--- src/rtl/alu_pkg.sv ---
`default_nettype none
// ============================================================================
//  Module      : alu_pkg
//  Description : Shared constants, instruction layout and decode helpers for
//                the ALU issue/writeback stage.
//  Revision    : 1.0 - initial release
// ============================================================================
package alu_pkg;

    // Datapath geometry (fixed by the downstream 16-bit ALU)
    localparam int ALU_DW   = 16;
    localparam int ALU_AW   = 3;
    localparam int ALU_NREG = 8;

    // Opcodes; 0..10 go to the ALU, 11 is load-immediate, 12..15 illegal
    localparam logic [3:0] OP_ADD = 4'd0;
    localparam logic [3:0] OP_SUB = 4'd1;
    localparam logic [3:0] OP_SHL = 4'd2;
    localparam logic [3:0] OP_SHR = 4'd3;
    localparam logic [3:0] OP_SRA = 4'd4;
    localparam logic [3:0] OP_ROL = 4'd5;
    localparam logic [3:0] OP_ROR = 4'd6;
    localparam logic [3:0] OP_AND = 4'd7;
    localparam logic [3:0] OP_OR  = 4'd8;
    localparam logic [3:0] OP_NOR = 4'd9;
    localparam logic [3:0] OP_XOR = 4'd10;
    localparam logic [3:0] OP_LDI = 4'd11;

    // Instruction field bit positions
    localparam int OP_MSB  = 15;
    localparam int OP_LSB  = 12;
    localparam int RD_MSB  = 11;
    localparam int RD_LSB  = 9;
    localparam int RA_MSB  = 8;
    localparam int RA_LSB  = 6;
    localparam int RB_MSB  = 5;
    localparam int RB_LSB  = 3;
    localparam int SH_MSB  = 3;
    localparam int SH_LSB  = 0;
    localparam int IMM_MSB = 8;
    localparam int IMM_LSB = 0;

    // Condition code bit order {N,Z,C,V}
    localparam int CC_N = 3;
    localparam int CC_Z = 2;
    localparam int CC_C = 1;
    localparam int CC_V = 0;

    typedef struct packed {
        logic [3:0]        op;
        logic [ALU_AW-1:0] rd;
        logic [ALU_AW-1:0] ra;
        logic [ALU_AW-1:0] rb;
        logic [3:0]        shamt;
        logic [8:0]        imm9;
    } instr_t;

    // Split an instruction word into its (overlapping) fields
    function automatic instr_t decode(input logic [15:0] word);
        instr_t d;
        d.op    = word[OP_MSB:OP_LSB];
        d.rd    = word[RD_MSB:RD_LSB];
        d.ra    = word[RA_MSB:RA_LSB];
        d.rb    = word[RB_MSB:RB_LSB];
        d.shamt = word[SH_MSB:SH_LSB];
        d.imm9  = word[IMM_MSB:IMM_LSB];
        return d;
    endfunction

    // Sign-extend the 9-bit immediate to the datapath width
    function automatic logic [ALU_DW-1:0] sext_imm9(input logic [8:0] imm);
        return {{(ALU_DW-9){imm[8]}}, imm};
    endfunction

endpackage
`default_nettype wire

--- src/rtl/alu_regfile.sv ---
`default_nettype none
// ============================================================================
//  Module      : alu_regfile
//  Description : 8 x DW register file, two combinational read ports, one
//                write port and one combinational debug read port.
//  Revision    : 1.0 - initial release
// ============================================================================
module alu_regfile
    import alu_pkg::*;
#(
    parameter int DW   = ALU_DW,
    parameter int AW   = ALU_AW,
    parameter int NREG = ALU_NREG
) (
    input  logic          clk,
    input  logic          rst_n,
    input  logic          i_we,
    input  logic [AW-1:0] i_waddr,
    input  logic [DW-1:0] i_wdata,
    input  logic [AW-1:0] i_raddr_a,
    output logic [DW-1:0] o_rdata_a,
    input  logic [AW-1:0] i_raddr_b,
    output logic [DW-1:0] o_rdata_b,
    input  logic [AW-1:0] i_dbg_addr,
    output logic [DW-1:0] o_dbg_data
);

    logic [DW-1:0] r_mem [NREG];

    // Storage: cleared on reset, one write per cycle
    always_ff @(posedge clk or negedge rst_n) begin
        if (!rst_n) begin
            for (int i = 0; i < NREG; i++) begin
                r_mem[i] <= '0;
            end
        end else if (i_we) begin
            r_mem[i_waddr] <= i_wdata;
        end
    end

    // Reads see committed contents only; a same-cycle write appears after the edge
    assign o_rdata_a  = r_mem[i_raddr_a];
    assign o_rdata_b  = r_mem[i_raddr_b];
    assign o_dbg_data = r_mem[i_dbg_addr];

endmodule
`default_nettype wire

--- src/rtl/alu_issue.sv ---
`default_nettype none
// ============================================================================
//  Module      : alu_issue
//  Description : Issue/writeback stage in front of the 16-bit ALU. Decodes one
//                instruction per cycle, reads/forwards operands, registers the
//                ALU inputs and commits the ALU result and condition codes.
//  Revision    : 1.0 - initial release
// ============================================================================
module alu_issue
    import alu_pkg::*;
#(
    parameter int DW = ALU_DW,
    parameter int AW = ALU_AW
) (
    input  logic          clk,
    input  logic          rst_n,
    input  logic          in_valid,
    output logic          in_ready,
    input  logic [15:0]   in_instr,
    output logic [DW-1:0] alu_valA,
    output logic [DW-1:0] alu_valB,
    output logic [3:0]    alu_aluop,
    output logic [3:0]    alu_shift,
    output logic          alu_sub,
    output logic          alu_lr,
    input  logic [DW-1:0] alu_result,
    input  logic [3:0]    alu_cc,
    output logic [3:0]    cc_q,
    output logic          wb_valid,
    output logic [AW-1:0] wb_addr,
    output logic [DW-1:0] wb_data,
    output logic          err,
    input  logic          err_clr,
    input  logic [AW-1:0] dbg_addr,
    output logic [DW-1:0] dbg_data
);

    instr_t        w_ins;
    logic          w_accept;
    logic          w_legal;
    logic          w_is_ldi;
    logic          w_issue;
    logic [DW-1:0] w_rf_a;
    logic [DW-1:0] w_rf_b;
    logic [DW-1:0] w_op_a;
    logic [DW-1:0] w_op_b;
    logic [DW-1:0] w_wb_data;

    logic          r_ex_valid;
    logic [AW-1:0] r_ex_rd;
    logic          r_ex_ldi;
    logic [DW-1:0] r_ex_imm;
    logic [DW-1:0] r_alu_a;
    logic [DW-1:0] r_alu_b;
    logic [3:0]    r_alu_op;
    logic [3:0]    r_alu_sh;
    logic [3:0]    r_cc;
    logic          r_err;

    assign w_ins    = decode(in_instr);
    assign w_accept = in_valid & in_ready;
    assign w_legal  = (w_ins.op <= OP_LDI);
    assign w_is_ldi = (w_ins.op == OP_LDI);
    assign w_issue  = w_accept & w_legal;

    // The instruction in ex commits this cycle; LDI bypasses the ALU
    assign w_wb_data = r_ex_ldi ? r_ex_imm : alu_result;

    // Operand bypass from the committing instruction, per operand
    assign w_op_a = (r_ex_valid && (r_ex_rd == w_ins.ra)) ? w_wb_data : w_rf_a;
    assign w_op_b = (r_ex_valid && (r_ex_rd == w_ins.rb)) ? w_wb_data : w_rf_b;

    alu_regfile #(
        .DW   (DW),
        .AW   (AW),
        .NREG (ALU_NREG)
    ) u_regfile (
        .clk        (clk),
        .rst_n      (rst_n),
        .i_we       (r_ex_valid),
        .i_waddr    (r_ex_rd),
        .i_wdata    (w_wb_data),
        .i_raddr_a  (w_ins.ra),
        .o_rdata_a  (w_rf_a),
        .i_raddr_b  (w_ins.rb),
        .o_rdata_b  (w_rf_b),
        .i_dbg_addr (dbg_addr),
        .o_dbg_data (dbg_data)
    );

    // Execute slot: tracks the instruction whose result commits next cycle
    always_ff @(posedge clk or negedge rst_n) begin
        if (!rst_n) begin
            r_ex_valid <= 1'b0;
            r_ex_rd    <= '0;
            r_ex_ldi   <= 1'b0;
            r_ex_imm   <= '0;
        end else begin
            r_ex_valid <= w_issue;
            if (w_issue) begin
                r_ex_rd  <= w_ins.rd;
                r_ex_ldi <= w_is_ldi;
                r_ex_imm <= sext_imm9(w_ins.imm9);
            end
        end
    end

    // ALU input registers: loaded on a legal accept, held otherwise
    always_ff @(posedge clk or negedge rst_n) begin
        if (!rst_n) begin
            r_alu_a  <= '0;
            r_alu_b  <= '0;
            r_alu_op <= '0;
            r_alu_sh <= '0;
        end else if (w_issue) begin
            if (w_is_ldi) begin
                r_alu_a  <= '0;
                r_alu_b  <= '0;
                r_alu_op <= OP_ADD;
                r_alu_sh <= '0;
            end else begin
                r_alu_a  <= w_op_a;
                r_alu_b  <= w_op_b;
                r_alu_op <= w_ins.op;
                r_alu_sh <= w_ins.shamt;
            end
        end
    end

    // Status register: only ALU-class commits update the condition codes
    always_ff @(posedge clk or negedge rst_n) begin
        if (!rst_n) begin
            r_cc <= '0;
        end else if (r_ex_valid && !r_ex_ldi) begin
            r_cc <= alu_cc;
        end
    end

    // Sticky illegal-opcode flag; while set the stage refuses input
    always_ff @(posedge clk or negedge rst_n) begin
        if (!rst_n) begin
            r_err <= 1'b0;
        end else if (w_accept && !w_legal) begin
            r_err <= 1'b1;
        end else if (err_clr && r_err) begin
            r_err <= 1'b0;
        end
    end

    assign in_ready  = ~r_err;
    assign err       = r_err;
    assign alu_valA  = r_alu_a;
    assign alu_valB  = r_alu_b;
    assign alu_aluop = r_alu_op;
    assign alu_shift = r_alu_sh;
    assign alu_sub   = (r_alu_op == OP_SUB);
    assign alu_lr    = (r_alu_op == OP_SHL) || (r_alu_op == OP_ROL);
    assign cc_q      = r_cc;
    assign wb_valid  = r_ex_valid;
    assign wb_addr   = r_ex_rd;
    assign wb_data   = w_wb_data;

endmodule
`default_nettype wire

--- config.mk ---
export PLATFORM = sky130hd
export DESIGN_NAME = alu_issue
export DESIGN_NICKNAME = d
export VERILOG_FILES = /design/src/rtl/alu_pkg.sv /design/src/rtl/alu_regfile.sv /design/src/rtl/alu_issue.sv
export SDC_FILE = /design/constraint.sdc
export NUM_CORES = 1
export LEC_CHECK = 0
export ABC_AREA = 0
export CORE_MARGIN = 1
export CORE_UTILIZATION = 50
export DETAILED_ROUTE_END_ITERATION = 16
export GPL_ROUTABILITY_DRIVEN = 0
export PLACE_DENSITY = 0.69
export SETUP_SLACK_MARGIN = 0.4
export SLEW_MARGIN = 20
export SYNTH_ARGS = -nofsm -noshare
export SYNTH_HDL_FRONTEND = slang
export SYNTH_SLANG_ARGS = --single-unit
--- constraint.sdc ---
create_clock -name clk -period 2.6 [get_ports clk]
set_input_delay 0.39 -clock clk [delete_from_list [all_inputs] [get_ports clk]]
set_output_delay 0.39 -clock clk [all_outputs]
set_load 0.02 [all_outputs]
==> results by group <==
STA
  • Slew headroom: 54.4%
  • Final critical path time including I/O delays and setup: 2300 ps
  • Final Hold Viols: 0
  • RSZ-0062 raised after global routing: yes
  • Final setup violating endpoints: 0
  • Period utilization: 88.5%
  • Max Slew Vio Count: 0
  • Hold WS: 504 ps
  • Worst Max-Slew Pin Slew: 684 ps
  • Clock skew: 4.60 ps
  • Max frequency: 435 MHz

Finish
  • Synthesis-to-layout area growth: 26.0%
  • Nets: 1018
  • Share of layout cells above drive strength 1: 27.6%
  • Final instance area: 0.0126 mm^2
  • Ant diodes: 0

Setup path
  • Crit path capture type: output port
  • CP arrival: 1910 ps
  • Max stage delay on crit path: 540 ps
  • Critical Path Fanout Max: 8
  • CP startpoint kind: register
  • Crit-path slowest cell: clkdlybuf4s50_1
  • Critical path class: reg -> out
  • Worst endpoint required time: 2210 ps
  • Cell-by-cell trace of the critical path: and2_4, a21oi_1, inv_1, clkdlybuf4s50_1

Synth
  • Ys async rst share: 100%
  • Netlist cell types: 34
  • Synthesized Nets: 867
  • Area leader, netlist: dfrtp_1
  • Most frequent cell after synthesis: dfrtp_1
  • Seq cells post-synth: 187
  • Cell area after synthesis: 0.0100 mm^2
  • Post-synth top cells: dfrtp_1, mux4_2, a21oi_1
  • Main area contributors after synthesis: dfrtp_1, mux4_2, mux2i_1
  • Syn_area_per_cell: 12.2 um^2
  • Number of enable flip-flop cells after synthesis: 0
  • Synth Flop Type: dfrtp_1
  • Post-synth top area share: 46.6%
  • Cells after Synth: 824
  • Seq/Total Area, Yosys: 46.6%
  • Synth warn: 0

Clock network
  • Clk sinks: 187
  • Clk buf depth: 2
  • Worst-Skew Late Latency: 430 ps
  • # H-tree levels: 4
  • CTS tree: built
  • TritonCTS buffer count: 17
  • Worst-path clk slew: 60 ps
  • CTS root buf: clkbuf_16

Floorplanning
  • Core box area: 0.0196 mm^2
  • Die Ht: 144 um
  • Std-Cell Rows: 51
  • Ports: 127
  • Die width: 144 um
  • Die area: 0.0206 mm^2
  • Initial Utilization: 51.2%

GRT
  • Number of global-route vias before repair: 7339
  • First-pass GRT wire length: 42000 um
  • Tot GR Track Use: 27.7%
  • Total global routing overflow: 0
  • Largest net degree at the start of global routing: 63
  • Initial antenna violation count: 0

Place
  • Port Buf Inserts: 126
  • DP HPWL: 17800 um
  • Cell area after placement: 0.0118 mm^2

Route
  • Detailed router's first-iteration violation count: 613
  • Drt first pass iters: 5
  • Vias/cell: 6.01
  • ANT nets after route: 0
  • Vias: 7525
  • WL final: 27100 um
  • DRC Markers: 0
  • DR WL/cell: 21.6 um

Pwr
  • Lkg Pwr: 5.30 nW
  • Maximum vdd drop: 0.000452 V
  • PD cells: 1080 mW/mm^2

Run
  • Max_cap viols: 0

Run status
  • Run status: completed

Hold path
  • Path type of the worst min-delay path: reg -> reg
==> logic make-up after synthesis <==
kind of cell | share of synthesized area, %
simple gates | 8.28
flops | 46.6
compound gates | 10.8
mux | 29.1
xor+xnor | 0.524
buf+inv | 4.58
==> report_power, final <==
part / switching (W) / leakage (nW) / internal (W)
sequential: 0.00117 / 2.17 / 0.00419
combinational: 0.00238 / 2.82 / 0.00306
clock: 0.00111 / 0.314 / 0.00180
==> placed cells by master (no fill, tap or decap), types with 2 or more instances in the layout <==
cell / n
buf_4: 69
nor3_2: 2
and2_4: 2
buf_12: 12
a21oi_1: 72
clkinv_2: 3
nand2_1: 68
nor2_1: 65
clkbuf_16: 17
nor2b_1: 2
clkbuf_1: 3
nor3_1: 32
mux2i_1: 40
mux2_4: 3
buf_6: 4
xnor2_1: 6
dfrtp_2: 2
a221o_1: 32
nor3b_2: 2
dfrtp_1: 185
clkinvlp_4: 3
nand4b_1: 4
clkdlybuf4s50_1: 88
mux2_2: 29
mux4_2: 96
o21ai_0: 65
inv_1: 18
buf_2: 15
nand3_1: 2
bufinv_16: 6
a22o_1: 7
dlygate4sd2_1: 15
==> registers in the layout, summed over array words and instances, names as in the netlist <==
register / flops
u_regfile.r_mem: 128
alu_valA: 16
alu_valB: 16
r_ex_imm: 9
alu_aluop: 4
alu_shift: 4
cc_q: 4
wb_addr: 3
err: 1
r_ex_ldi: 1
wb_valid: 1
==> worst max-delay path: cells and delay by family (launching register included) <==
family                 cells  cell delay, ps
AO/OA/AOI/OAI              1             160
flip-flops                 1             460
AND/OR/NAND/NOR            1             210
buffers and inverters      2             640
==> per-layer routing <==
metal | wire length [um] | up-vias | global-route usage [%]
met2 | 12600 | 338 | 42.5
met4 | 425 | 0 | 8.73
met1 | 11600 | 3751 | 38.6
met5 | 0 | - | 0
met3 | 2450 | 35 | 7.43
li1 | - | 3401 | -
==> cell type report <==
cell class                 count  area, um^2
multi-input combinational    542        4930
clock buffer                  20         437
tap                          265         332
timing repair buffer         208        1960
fill                        1509        6950
sequential                   187        4680
inverter                      19        75.1
clock inverter                12         219
==> through the flow <==
| step | cells | utilization, % | total power [W] | setup slack [ps] | TNS (ps) |
|---|---|---|---|---|---|
| after global placement | 1189 | 60.0 | 0.0103 | -79.5 | -934 |
| after floorplan | 824 | - | 0.00851 | 459 | 0 |
| after global routing | 1253 | 64.5 | 0.0145 | 212 | 0 |
| after CTS | 1240 | 63.9 | 0.0135 | 225 | 0 |
| final | 1253 | 64.5 | 0.0137 | 299 | 0 |
| after detailed placement | 1189 | 60.0 | 0.0105 | -108 | -1200 |
==> worst paths after layout <==
path                            slack [ps]                               to              startpoint  cells past startpoint
worst max-delay path                   300                      wb_data[15]    r_ex_ldi$_DFFE_PN0P_                      4
worst min-delay path                   500              cc_q[2]$_DFFE_PN0P_     cc_q[2]$_DFFE_PN0P_                      1
worst max register to register         610          alu_valB[8]$_DFFE_PN0P_  wb_addr[0]$_DFFE_PN0P_                      4
worst min register to register         500              cc_q[2]$_DFFE_PN0P_     cc_q[2]$_DFFE_PN0P_                      1
max in group asynchronous             1370         alu_aluop[2]$_DFFE_PN0P_                   rst_n                      3
min in group asynchronous              510  u_regfile.r_mem[64]$_DFFE_PN0P_                   rst_n                      2
==> timing repair <==
action | 4_1_cts | 5_1_grt
cloned | 1 | 0
gates resized for setup | 86 | 17
hold buffers | 1 | 0
setup buffers | 17 | 13
setup endpoints to repair | 34 | 15
hold endpoints to repair | 56 | 0
(Power assumes the default switching activity.)
